### config.mk
export PLATFORM = sky130hd
export DESIGN_NAME = fa_nbit_serial
export DESIGN_NICKNAME = d
export VERILOG_FILES = /design/src/rtl/fa_pkg.sv /design/src/rtl/fa_1bit.sv /design/src/rtl/fa_nbit.sv /design/src/rtl/fa_nbit_serial.sv
export SDC_FILE = /design/constraint.sdc
export NUM_CORES = 1
export LEC_CHECK = 0
export ABC_AREA = 1
export BUFFER_PORTS_ARGS = -buffer_cell sky130_fd_sc_hd__buf_2
export CAP_MARGIN = 10
export CORE_ASPECT_RATIO = 0.7
export CORE_MARGIN = 3
export CORE_UTILIZATION = 54
export CTS_CLUSTER_DIAMETER = 150
export DETAILED_ROUTE_END_ITERATION = 12
export PLACE_DENSITY_LB_ADDON = 0.15
export SYNTH_ARGS = -nofsm -noshare
export SYNTH_HDL_FRONTEND = slang
export SYNTH_SLANG_ARGS = --single-unit
### constraint.sdc
create_clock -name clk -period 3.62 [get_ports clk]
set_input_delay 0.724 -clock clk [delete_from_list [all_inputs] [get_ports clk]]
set_output_delay 0.724 -clock clk [all_outputs]
set_load 0.05 [all_outputs]
### src/rtl/fa_pkg.sv
// Shared definitions for the chunk-serial adder: FSM encodings and the
// helpers that derive the slice count and chunk-counter width.
package fa_pkg;

    localparam logic [1:0] IDLE = 2'd0;
    localparam logic [1:0] BUSY = 2'd1;
    localparam logic [1:0] DONE = 2'd2;

    // Number of CHUNK-wide slices in a W-bit word; degenerate CHUNK is caught at the top.
    function automatic int num_chunks(input int w, input int chunk);
        if (chunk < 1) return 1;
        return w / chunk;
    endfunction

    function automatic int cnt_width(input int n);
        if (n <= 1) return 1;
        return $clog2(n);
    endfunction

endpackage

### src/rtl/fa_1bit.sv
// Single-bit full adder cell used to build the ripple chain.
module fa_1bit (
    input  logic a,
    input  logic b,
    input  logic cin,
    output logic sum,
    output logic cout
);

    assign sum  = a ^ b ^ cin;
    assign cout = (a & b) | (cin & (a ^ b));

endmodule

### src/rtl/fa_nbit.sv
// Combinational WIDTH-bit ripple-carry adder; c_msb is the carry into the
// top bit so the caller can form signed overflow.
module fa_nbit #(
    parameter int WIDTH = 4
) (
    input  logic [WIDTH-1:0] a,
    input  logic [WIDTH-1:0] b,
    input  logic             cin,
    output logic [WIDTH-1:0] sum,
    output logic             cout,
    output logic             c_msb
);

    logic [WIDTH:0] c;

    assign c[0] = cin;

    for (genvar i = 0; i < WIDTH; i++) begin : g_bit
        fa_1bit u_bit (
            .a    (a[i]),
            .b    (b[i]),
            .cin  (c[i]),
            .sum  (sum[i]),
            .cout (c[i+1])
        );
    end

    assign cout  = c[WIDTH];
    assign c_msb = c[WIDTH-1];

endmodule

### src/rtl/fa_nbit_serial.sv
// Chunk-serial W-bit add/subtract: one CHUNK-wide slice per cycle through a
// shared fa_nbit, result held in DONE until the consumer takes it.
module fa_nbit_serial
    import fa_pkg::*;
#(
    parameter int W     = 16,
    parameter int CHUNK = 4
) (
    input  logic         clk,
    input  logic         rst,
    input  logic         in_valid,
    output logic         in_ready,
    input  logic [W-1:0] a,
    input  logic [W-1:0] b,
    input  logic         cin,
    input  logic         sub,
    output logic         out_valid,
    input  logic         out_ready,
    output logic [W-1:0] sum,
    output logic         cout,
    output logic         ovf,
    output logic [1:0]   state_dbg
);

    localparam int N  = num_chunks(W, CHUNK);
    localparam int CW = cnt_width(N);
    localparam logic [CW-1:0] LAST = CW'(N - 1);

    if (CHUNK < 1) begin : g_bad_chunk
        $error("fa_nbit_serial: CHUNK must be >= 1");
    end else if (W % CHUNK != 0) begin : g_bad_width
        $error("fa_nbit_serial: W must be a multiple of CHUNK");
    end

    logic [1:0]       state;
    logic [CW-1:0]    k;
    logic             carry;
    logic [W-1:0]     a_r;
    logic [W-1:0]     b_r;
    logic [CHUNK-1:0] a_sl;
    logic [CHUNK-1:0] b_sl;
    logic [CHUNK-1:0] s_sl;
    logic             c_out;
    logic             c_msb;

    // Handshake: a transfer happens on a rising edge where valid and ready are
    // both 1; in_ready is high only in IDLE, out_valid only in DONE, and the
    // result stays frozen in DONE until out_ready is seen.
    assign in_ready  = (state == IDLE);
    assign out_valid = (state == DONE);
    assign state_dbg = state;

    assign a_sl = a_r[int'(k) * CHUNK +: CHUNK];
    assign b_sl = b_r[int'(k) * CHUNK +: CHUNK];

    fa_nbit #(.WIDTH(CHUNK)) u_slice (
        .a     (a_sl),
        .b     (b_sl),
        .cin   (carry),
        .sum   (s_sl),
        .cout  (c_out),
        .c_msb (c_msb)
    );

    always_ff @(posedge clk) begin
        if (rst) begin
            state <= IDLE;
            k     <= '0;
            carry <= 1'b0;
            a_r   <= '0;
            b_r   <= '0;
            sum   <= '0;
            cout  <= 1'b0;
            ovf   <= 1'b0;
        end else begin
            case (state)
                IDLE: begin
                    if (in_valid) begin
                        // Subtract is A + ~B + ~borrow, so cout=1 means no borrow.
                        a_r   <= a;
                        b_r   <= b ^ {W{sub}};
                        carry <= cin ^ sub;
                        k     <= '0;
                        state <= BUSY;
                    end
                end
                BUSY: begin
                    sum[int'(k) * CHUNK +: CHUNK] <= s_sl;
                    carry <= c_out;
                    k     <= k + 1'b1;
                    if (k == LAST) begin
                        cout  <= c_out;
                        ovf   <= c_msb ^ c_out;
                        state <= DONE;
                    end
                end
                DONE: begin
                    if (out_ready) state <= IDLE;
                end
                default: state <= IDLE;
            endcase
        end
    end

endmodule
==> reports/results.txt <==
fill count - 438
Slew headroom - 58.2%
num rows - 20
Setup Viol. Count Final - 0
shortest period the worst path allows - 3.13 ns
final WL - 6.01 mm
final core area utilization - 67.5%
Syn Area/Cell - 7.21 um2
Initial DRC Count - 107
crit end category - flop
diode count - 0
Crit Path Class - reg -> reg
number of H-tree levels - 2
Post-synth EDFFs - 0
R2R cell count - 14
Max-cap violations - 0
Layout Nets - 475
largest net degree at the start of global routing - 34
Gate Count Post-Synth - 377
final period utilization - 86.4%
hold buffers post-CTS - 0
Syn Std Cell Area - 2720 um2
worst vdd ir - 0.195 mV
DRC errors left - 0
clk slew on worst S/H paths - 0.09 ns
fmax - 320 MHz
Power per Cell Area - 417 nW/um2
CP max-delay cell - dfxtp_1
Area after DPL - 3010 um2
Seq cells post-synth - 55
All-Layer GR Usage - 21.5%
met2 usage - 32.4%
setup TNS - 0 ns
GRT overflow - 0
CTS tree - yes
Clock Latency Late Sink - 0.30 ns
total die area - 5930 um2
Critical Path RT - 3.79 ns
CP Cell Sequence - inv_1 -> o21ai_0 -> o22a_1 -> fa_1 -> fa_1 -> inv_1 -> fa_1 -> fa_1 -> inv_1 -> nor2_1 -> nand2_1 -> nor2_1 -> nor2_1 -> nor2_1
Lkg Pwr - 1.49 nW
Worst-Margin Slew - 0.626 ns
core area - 4580 um2
Syn Nets - 425
first-pass GRT wire length - 10.4 mm
Final Cell Area - 3090 um2
Worst path max stage delay - 0.45 ns
share of post-route cells with drive strength above 1 - 19.0%
main flop type after synthesis - dfxtp_1
min-delay worst type - reg -> reg
Post-CTS Setup Repair Bufs - 0
hold depth - 2
Detailed Routing Iterations Pass 1 - 4
die span in y - 65.3 um
M1 GR Usage - 31.7%
clock tree buffer depth - 2
Area Overhead vs Synth - 13.9%
post-DR vias/cell - 4.97
vias in the first global route - 2,279
clk root buf - clkbuf_8
Clock Sinks - 55
RSZ-0062 raised after global routing - no
Post-synth ARST share - 0%
Startpoint Class - flop
sequential share of the synthesized area - 40.5%
DR vias - 2,451
# port buffers - 59
RD Place Congestion - 0.848
gr busiest metal - met2
Final HPWL DP - 4.37 mm
status - finished, final reports clean
initial antenna violation count - 0
die width - 90.8 um
Yosys Warn Count - 0
Antenna Nets Post-Route - 0
synth unique cells - 24
post-CTS resize count - 0
Data arrival, critical path - 3.30 ns
Final Max Slew Viols - 0
met3 usage - 5.38%
crit path max fanout - 13
clk_skew - 0.00787 ns
Ports - 60
CTS Buf Count - 5
DR WL/cell - 12.2 um
Final Hold Fails - 0
Initial Util - 59.3%
[worst paths after layout]
| check | start | end | slack, ns |
|---|---|---|---|
| setup reg to reg | k[1] | sum[7] | 0.49 |
| hold reg to reg | sum[8] | sum[8] | 0.47 |
| setup / recovery | k[1] | sum[7] | 0.49 |
| hold / removal | sum[8] | sum[8] | 0.47 |
[worst max-delay path: cells and delay by family (launching register included)]
| kind | cells | cell delay (ns) |
|---|---|---|
| adder cells (fa/ha/maj) | 4 | 1.41 |
| AND/OR/NAND/NOR | 5 | 0.33 |
| AO/OA/AOI/OAI | 2 | 0.34 |
| flip-flops | 1 | 0.45 |
| buffers and inverters | 3 | 0.46 |
[Yosys cell counts (3+ instances only)]
master    instances  area share, %
nand2_2           3           0.69
clkbuf_1          8            1.1
buf_2             5           0.92
nor3_1            3           0.55
dfxtp_1          55             41
nor2_1           79             11
xor2_1           17            5.5
nand3_1           6            1.1
buf_6             3            1.2
fa_1              4            2.9
o22a_1            4            1.3
inv_1            31            4.3
o22ai_1           4           0.92
inv_2             3           0.41
o21ai_0          40            7.4
ha_1              6            2.8
a21oi_1          27            5.0
nand2_1          69            9.5
[where the power goes]
part / internal, mW / total (mW) / switching, mW
sequential: 0.642 / 0.668 / 0.0256
clock: 0.151 / 0.339 / 0.188
combinational: 0.101 / 0.284 / 0.183
[state kept, by name, summed over array words and instances, names as in the netlist]
register,flops
a_r,16
b_r,16
sum,16
k,2
state_dbg,2
carry,1
cout,1
ovf,1
[cells by family (layout without fill, tap and decap cells)]
group           count (synthesis)  count (layout)  synth area share (%)
fa+ha+maj                      10              10                  5.71
compound gates                 75              75                  14.6
simple gates                  168             168                  25.2
flops                          55              55                  40.5
xor+xnor                       17              17                  5.48
buf+inv                        52             102                  8.52
[metrics by stage]
stage / setup WS [ns] / std cells / power, mW / hold slack [ns]
2_1_floorplan: 0.760 / 377 / 0.890 / 0.440
3_3_place_gp: 0.613 / 486 / 0.957 / 0.450
3_5_place_dp: 0.529 / 486 / 0.962 / 0.456
4_1_cts: 0.499 / 493 / 1.30 / 0.470
5_1_grt: 0.208 / 493 / 1.37 / 0.489
6_report: 0.492 / 493 / 1.29 / 0.469
[routing by layer]
layer  vias to the layer above  part of all wire [%]
met2                        71                    40
met4                         0                  0.32
met3                         4                   6.7
li1                       1279                     -
met5                         -                     0
met1                      1097                    53
[cell usage in the layout, fill, tap and decap left out]
cell type	n
buf_4	2
ha_1	6
nor2_1	79
clkbuf_8	6
nand2_4	2
or2_2	2
o22a_1	4
nor2_4	1
fa_1	4
o22ai_1	4
nand4_1	1
inv_2	3
xor2_1	17
buf_2	59
nand2_2	3
nor2_2	2
nor3_1	3
nand2_1	69
dfxtp_1	55
clkinv_2	1
inv_1	31
nand3_1	6
o21ai_0	40
a21oi_1	27
[cell type report]
type / count / area (um2) / area share, %
multi-input combinational: 270 / 1380 / 44.7
sequential: 55 / 1100 / 35.6
timing repair buffer: 61 / 310 / 10.0
inverter: 34 / 128 / 4.13
clock buffer: 6 / 82.6 / 2.67
tap: 66 / 82.6 / 2.67
clock inverter: 1 / 5.00 / 0.162
No activity file was read; power rests on OpenSTA's default activity.
